<file path="src/rtl/parking_pkg.sv">
// Shared types and width helpers for the parking lane controller.
package parking_pkg;

  typedef enum logic [1:0] {IDLE, OPEN, WAIT_CLEAR} gate_state_t;

  function automatic int cnt_width(input int capacity);
    return $clog2(capacity + 1);
  endfunction

  function automatic int tmr_width(input int gate_time);
    return $clog2(gate_time + 1);
  endfunction

endpackage

</file>
<file path="src/rtl/parking_gate_fsm.sv">
// One barrier lane: sensor rising-edge detect, open/hold FSM and minimum-open timer.
module parking_gate_fsm
  import parking_pkg::*;
#(
  parameter int GATE_TIME = 25000
) (
  input  logic clk,
  input  logic reset,
  input  logic sensor,
  input  logic allow,
  output logic gate,
  output logic accept,
  output logic edge_idle
);

  localparam int TW = tmr_width(GATE_TIME);

  gate_state_t   state, state_nxt;
  logic [TW-1:0] timer, timer_nxt;
  logic          sensor_q;
  logic          rise;

  assign rise      = sensor & ~sensor_q;
  assign edge_idle = rise & (state == IDLE);
  assign accept    = edge_idle & allow;
  assign gate      = (state != IDLE);

  // sensor_q resets high so a sensor already asserted at release is not an edge
  always_ff @(posedge clk or negedge reset) begin
    if (!reset) begin
      state    <= IDLE;
      timer    <= '0;
      sensor_q <= 1'b1;
    end else begin
      state    <= state_nxt;
      timer    <= timer_nxt;
      sensor_q <= sensor;
    end
  end

  always_comb begin
    state_nxt = state;
    timer_nxt = timer;
    case (state)
      IDLE: if (accept) begin
        state_nxt = OPEN;
        timer_nxt = TW'(GATE_TIME - 1);
      end
      OPEN: begin
        if (timer == '0) state_nxt = sensor ? WAIT_CLEAR : IDLE;
        else             timer_nxt = timer - TW'(1);
      end
      WAIT_CLEAR: if (!sensor) state_nxt = IDLE;
      default: state_nxt = IDLE;
    endcase
  end

endmodule

</file>
<file path="src/rtl/parking_lane_controller.sv">
// Two-lane car-park controller: occupancy, status flags, reject pulse and traffic statistics.
module parking_lane_controller
  import parking_pkg::*;
#(
  parameter int CAPACITY       = 20,
  parameter int INIT_OCCUPIED  = 0,
  parameter int GATE_TIME      = 25000,
  parameter int ALMOST_FULL_TH = 2,
  parameter int STAT_W         = 16
) (
  input  logic                             clk,
  input  logic                             reset,
  input  logic                             entry_sensor,
  input  logic                             exit_sensor,
  output logic                             entry_gate,
  output logic                             exit_gate,
  output logic [cnt_width(CAPACITY)-1:0]   occupancy,
  output logic [cnt_width(CAPACITY)-1:0]   available_spaces,
  output logic                             parking_full,
  output logic                             parking_empty,
  output logic                             almost_full,
  output logic                             entry_reject,
  output logic [STAT_W-1:0]                total_entries,
  output logic [STAT_W-1:0]                total_exits
);

  localparam int CNT_W = cnt_width(CAPACITY);

  logic entry_accept, entry_edge_idle;
  logic exit_accept, exit_edge_idle;

  // Flags come straight from the occupancy register, so accept decisions use last cycle's count
  assign parking_full     = (occupancy == CNT_W'(CAPACITY));
  assign parking_empty    = (occupancy == '0);
  assign available_spaces = CNT_W'(CAPACITY) - occupancy;
  assign almost_full      = (32'(available_spaces) <= 32'(ALMOST_FULL_TH));

  parking_gate_fsm #(.GATE_TIME(GATE_TIME)) u_entry (
    .clk       (clk),
    .reset     (reset),
    .sensor    (entry_sensor),
    .allow     (~parking_full),
    .gate      (entry_gate),
    .accept    (entry_accept),
    .edge_idle (entry_edge_idle)
  );

  parking_gate_fsm #(.GATE_TIME(GATE_TIME)) u_exit (
    .clk       (clk),
    .reset     (reset),
    .sensor    (exit_sensor),
    .allow     (~parking_empty),
    .gate      (exit_gate),
    .accept    (exit_accept),
    .edge_idle (exit_edge_idle)
  );

  always_ff @(posedge clk or negedge reset) begin
    if (!reset) begin
      occupancy     <= CNT_W'(INIT_OCCUPIED);
      total_entries <= '0;
      total_exits   <= '0;
      entry_reject  <= 1'b0;
    end else begin
      entry_reject <= entry_edge_idle & parking_full;
      if (entry_accept & ~exit_accept)      occupancy <= occupancy + CNT_W'(1);
      else if (exit_accept & ~entry_accept) occupancy <= occupancy - CNT_W'(1);
      if (entry_accept) total_entries <= total_entries + STAT_W'(1);
      if (exit_accept)  total_exits   <= total_exits + STAT_W'(1);
    end
  end

endmodule
</file>
<file path="config.mk">
export PLATFORM = sky130hd
export DESIGN_NAME = parking_lane_controller
export DESIGN_NICKNAME = d
export VERILOG_FILES = /design/src/rtl/parking_pkg.sv /design/src/rtl/parking_gate_fsm.sv /design/src/rtl/parking_lane_controller.sv
export SDC_FILE = /design/constraint.sdc
export NUM_CORES = 1
export LEC_CHECK = 0
export CORE_ASPECT_RATIO = 1.1
export CORE_MARGIN = 5
export CORE_UTILIZATION = 24
export CTS_CLUSTER_SIZE = 10
export DETAILED_ROUTE_END_ITERATION = 16
export HOLD_SLACK_MARGIN = 0.05
export SETUP_SLACK_MARGIN = 0.3
export SYNTH_ARGS = -nofsm -noshare
export SYNTH_HDL_FRONTEND = slang
export SYNTH_SLANG_ARGS = --single-unit
</file>
<file path="constraint.sdc">
create_clock -name clk -period 3.1 [get_ports clk]
set_input_delay 0.465 -clock clk [delete_from_list [all_inputs] [get_ports clk]]
set_output_delay 0.465 -clock clk [all_outputs]
set_load 0.005 [all_outputs]
</file>
### After elaboration in Yosys (flattened, before gate mapping)

Cells that the tools add are included.

* add/sub/neg operators: 7
* magnitude comparators: 1
* eq/ne operators: 13
* mux-type cells: 18
* bitwise operators: 15
* reductions and logical operators: 14

Operators with widths (number)
* $mux W15: 4
* $pmux W15 S2: 2
* $add A16 B1 Y16 const B: 2
* $logic_not A15 Y1: 2
* $sub A15 B1 Y15 const B: 2
* $mux W2: 8
* $ne A2 B2 Y1 const B: 6
* $pmux W2 S3: 2
* $reduce_and A3 Y1: 4
* $mux W5: 2
* $reduce_bool A2 Y1: 5
* $and A1 B1 Y1: 9
* $not A1 Y1: 6
* $add A5 B1 Y5 const B: 1
* $eq A5 B5 Y1 const B: 1
* $le A5 B2 Y1 const B: 1
* $logic_not A5 Y1: 1
* $sub A5 B1 Y5 const B: 1
* $sub A5 B5 Y5 const A: 1
* $eq A2 B1 Y1 const B: 2
* $eq A2 B2 Y1 const B: 2
* $logic_not A2 Y1: 2
* $ne A2 B1 Y1 const B: 2

* register bits after elaboration: 74
* input bits: 4
* output and inout port bits: 48
* word-level logic and storage cells: 78

### Logic depth before layout (Yosys ltp)

* depth in word-level cells: 8
* gate-level depth with buffers: 14
* depth with buffers taken out: 12

### Modules after synthesis

Synthesis repeated with hierarchy kept, for this count alone.

* cells, all modules: 359
* area total of the unflattened synthesis: 3821.2 µm²

By module, submodules not included
* parking_gate_fsm: times used 2, cells each 97, area an instance 983.4 µm², sequential area each 451.7 µm²
* parking_lane_controller: times used 1, cells each 165, area an instance 1854.3 µm², sequential area each 950.9 µm²

### Least setup slack after synthesis

Ideal clock, no wire load.

* path type: register -> register
* from: reg occupancy[0]
* to: reg occupancy[4]
* library setup time: 0.136 ns
* arrival: 3.192 ns
* data required time: 2.964 ns
* setup slack: -0.228 ns
* stages on the path, launching flop included: 13
* path buffers: 1
* period minus slack after synthesis: 3.328 ns
* cell sequence: dfrtp_1 -> inv_1 -> ha_1 -> nor4b_1 -> nor2_1 -> inv_1 -> buf_2 -> ha_1 -> inv_1 -> fa_1 -> a21o_1 -> a2111oi_0 -> o31ai_1

* cells in the longest elaborated chain, start to end: 6
* elaborated cells between the ends (all ways): 15
* classes of those cells: 2 x add/sub; 1 x eq/ne; 2 x mux; 8 x bitwise; 2 x reduce/logical

Ends and longest elaborated chain
* start, declared: RTL line parking_lane_controller.sv:17 `output logic [cnt_width(CAPACITY)-1:0] occupancy,`
* start signal, assigned: RTL line parking_lane_controller.sv:60 `occupancy <= CNT_W'(INIT_OCCUPIED);`
* start signal, assigned: RTL line parking_lane_controller.sv:66 `if (entry_accept & ~exit_accept) occupancy <= occupancy + CNT_W'(1);`
* start signal, assigned: RTL line parking_lane_controller.sv:67 `else if (exit_accept & ~entry_accept) occupancy <= occupancy - CNT_W'(1);`
* $logic_not A5 Y1 *: RTL line parking_lane_controller.sv:34 `assign parking_empty = (occupancy == '0);`
* named net parking_empty: RTL line parking_lane_controller.sv:20 `output logic parking_empty,`
* $not A1 Y1 *: RTL line parking_lane_controller.sv:52 `.allow (~parking_empty),`
* $and A1 B1 Y1 *: RTL line parking_gate_fsm.sv:25 `assign accept = edge_idle & allow;`
* $not A1 Y1: RTL line parking_lane_controller.sv:66
* $and A1 B1 Y1: RTL line parking_lane_controller.sv:66
* $mux W5 / $reduce_bool A2 Y1 (equally long branches)

The timed path passes the listed nets; every way through them passes the cells marked *. The select of a mux whose other input is x is not followed.
A chain may end at the register's enable or synchronous reset.

### Worst setup path in the final report

* from: reg occupancy[0]
* to: out almost_full

* cells in the longest elaborated chain, start to end: 2

Ends and longest elaborated chain
* $sub A5 B5 Y5: RTL line parking_lane_controller.sv:35 `assign available_spaces = CNT_W'(CAPACITY) - occupancy;`
* $le A5 B2 Y1: RTL line parking_lane_controller.sv:36 `assign almost_full = (32'(available_spaces) <= 32'(ALMOST_FULL_TH));`
* end, declared: RTL line parking_lane_controller.sv:21 `output logic almost_full,`

Every way passes these cells.

==> flow_metrics.py <==
metrics = {
    "sta": {
        "slew_headroom_pct": 36.2,
        "setup_viol": 0,
        "max_freq_mhz": 376,
        "period_minus_slack_ps": 2660,
        "post-route-period-util_pct": 85.8,
        "fin_worst_skew_ps": 6.75,
        "hold_ws_ps": 285,
        "hold_viol": 0,
        "drv_slew": 0,
        "grt_setup_unrepaired": "yes",
        "tightest_slew_ps": 958,
        "setup_tns_ps": 0,
    },
    "clock_tree": {
        "htree_num_levels": 3,
        "clk_path_buf_depth": 2,
        "cts.sinks": 74,
        "cts_tree": "yes",
        "cts_made_buffers": 9,
        "insertion_delay_ps": 330,
        "cts-hold-fix-buffers": 0,
        "cts.clk_slew.worst_paths_ps": 60,
        "cts_root_buf": "clkbuf_16",
    },
    "route": {
        "postRouteAntennaNets": 0,
        "vias": 2989,
        "totalWireLength_um": 8670,
        "first_pass_iters": 4,
        "post_drt_wl_per_cell_um": 13.7,
        "route.detailed.drc": 0,
        "drt_iter0_drc": 133,
        "via_per_inst": 4.72,
    },
    "global_routing": {
        "antenna_found_initial": 0,
        "grt_max_degree": 75,
        "grt_pass1_vias": 3027,
        "grtUsageTotal_pct": 9.97,
        "grt-ovfl-total": 0,
        "grt_pass1_wl_um": 14900,
    },
    "power": {
        "ir_drop_v": 0.000315,
        "leakage_uw": 0.00192,
        "power_density_mw_per_mm2": 646,
        "power_uw": 3210,
    },
    "synth": {
        "ys_ff_latch": 74,
        "synth_most_common_cell": "dfrtp_1",
        "synthCells": 367,
        "syn-num-nets": 382,
        "synthMuxAreaShare_pct": 2.40,
        "synth_xor_area_share_pct": 8.29,
        "ys_types": 53,
        "synthArstFlopShare_pct": 100,
        "synth-simple-area-share_pct": 24.1,
        "yosys.area.top_type": "dfrtp_1",
        "synth_compound_area_share_pct": 9.44,
        "ys_top_cells_by_count": "72 x dfrtp_1, 32 x nand2_1, 27 x xnor2_1",
        "synthTopCellsByArea": "dfrtp_1 47%, xnor2_1 6.2%, ha_1 3.3%",
        "syn_area_mm2": 0.00380,
        "synth_ff_type": "dfrtp_1",
        "synth_fa_ha_area_share_pct": 3.81,
        "yosysWarnings": 0,
        "ys_seq_area_share_pct": 48.7,
        "synth_area_per_cell_um2": 10.4,
        "synth_top_family_by_area": "simple AND/OR/NAND/NOR gates",
        "synth-edff-count": 0,
        "yosysTopAreaCellShare_pct": 47.4,
    },
    "worst_setup_path": {
        "cp_top_family": "buffers and inverters",
        "timing.rr.end": "occupancy[4]",
        "critPathMaxFanout": 7,
        "cpMostUsedCell": "inv_1",
        "critical_path_class": "flip-flop to primary output",
        "crit_path_end_kind": "primary output",
        "worst-path-buf-inv": 3,
        "startpoint_type": "flip-flop",
        "arrival_ps": 2190,
        "reg2reg_setup_slack_ps": 470,
        "worstRegToRegCells": 12,
        "r2r-start": "occupancy[0]",
        "crit_chain": "inv_1 > ha_2 > inv_1 > a21oi_1 > xor2_1 > a2111oi_2 > clkdlybuf4s50_1",
        "slowest_stage": "clkdlybuf4s50_1",
        "slowest_delay_ps": 550,
        "required_ps": 2630,
    },
    "floorplan": {
        "num_rows": 48,
        "die_y_um": 142,
        "design.die.area_mm2": 0.0185,
        "die_x_um": 130,
        "core_mm2": 0.0156,
        "initial_utilization_pct": 24.4,
        "io_pins": 52,
    },
    "final_layout": {
        "fin_nets": 443,
        "antenna_cells": 0,
        "final.fill_count": 1625,
        "finalCoreUtilization_pct": 31.8,
        "final_area_mm2": 0.00496,
        "multi_input_area_mm2": 0.00189,
        "syn2layout_area_growth_pct": 30.5,
        "drive_gt1_share_pct": 15.5,
        "regArea_mm2": 0.00186,
    },
    "place": {
        "io_buffers": 51,
        "dpl.hpwl_um": 6060,
        "placed_area_mm2": 0.00465,
        "gp_congestion": 0.803,
    },
    "job": {
        "maxCapViolations": 0,
    },
    "worst_hold_path": {
        "hp-class": "input pin to asynchronous set/reset pin",
    },
    "run_status": {
        "status": "complete, no violations",
    },
}
==> where the power goes <==
group          switching (µW)  internal [µW]
combinational             381            511
clock                     383            646
sequential                195           1090
total                     960           2250
==> sequential cells by signal, indices dropped and copies added, names as in the netlist <==
register,flops
total_entries,16
total_exits,16
u_entry.timer,15
u_exit.timer,15
occupancy,5
u_entry.state,2
u_exit.state,2
entry_reject,1
u_entry.sensor_q,1
u_exit.sensor_q,1
==> placed cells by master (no fill, tap or decap), drive strengths merged, types with 2 or more instances in the layout <==
| master | count |
|---|---|
| nand3 | 10 |
| o31ai | 5 |
| or4b | 6 |
| a2111oi | 2 |
| o41ai | 7 |
| or3b | 3 |
| o311ai | 6 |
| o211ai | 3 |
| xor2 | 9 |
| nor4b | 2 |
| nor2b | 4 |
| clkdlybuf4s50 | 49 |
| nand3b | 2 |
| inv | 14 |
| nor3 | 16 |
| a21o | 2 |
| nand4 | 15 |
| clkbuf | 14 |
| or3 | 8 |
| nand2 | 32 |
| and4b | 2 |
| nor4 | 10 |
| mux2i | 8 |
| nand2b | 2 |
| dfrtp | 72 |
| ha | 10 |
| o21ai | 12 |
| or4 | 8 |
| dfstp | 2 |
| a21oi | 11 |
| or2 | 8 |
| and4 | 4 |
| and3 | 5 |
| nor2 | 16 |
| xnor2 | 27 |
| buf | 16 |
==> kinds of logic after synthesis <==
logic type	after synthesis
AOI/OAI and AO/OA	53
muxes	9
adders and majority gates	11
DFF	74
buffers and inverters	30
xor gates and xnor gates	36
and+or+nand+nor	154
==> cell type report <==
type                    count  share of cell area [%]
well taps                 200                    5.04
multi-input cells         263                    38.1
inverters                  14                    1.06
clock inverters             2                   0.756
flip-flops and latches     74                    37.4
clock buffers              14                    5.12
repair buffers             66                    12.6
==> routing by layer <==
metal  routed length [µm]  up-vias  track usage (%)
met5                    0        -                0
met2                 4240       49             16.0
met3                  329       15             2.55
li1                     -     1461                -
met1                 3910     1464             12.5
met4                  183        0             4.65
==> what timing repair did <==
action                     CTS  global route
buffers inserted             1             0
resized for setup            1             4
setup endpoints to repair    2             3
pin swaps                    1             2
==> per-stage QoR <==
stage          setup slack, ps  instances
2_1_floorplan              307        367
3_3_place_gp              8.91        616
3_5_place_dp             -59.9        616
4_1_cts                    310        633
5_1_grt                    290        633
6_report                   441        633
==> worst max-delay path by stage <==
stage,start,to,slack [ps],depth (start not counted)
2_1_floorplan,entry_sensor,occupancy[4],310,12
3_3_place_gp,exit_sensor,occupancy[4],9,11
3_5_place_dp,exit_sensor,occupancy[4],-60,11
4_1_cts,entry_sensor,occupancy[4],310,11
5_1_grt,occupancy[0],almost_full,290,7
6_report,occupancy[0],almost_full,440,7
(Power assumes the default switching activity.)
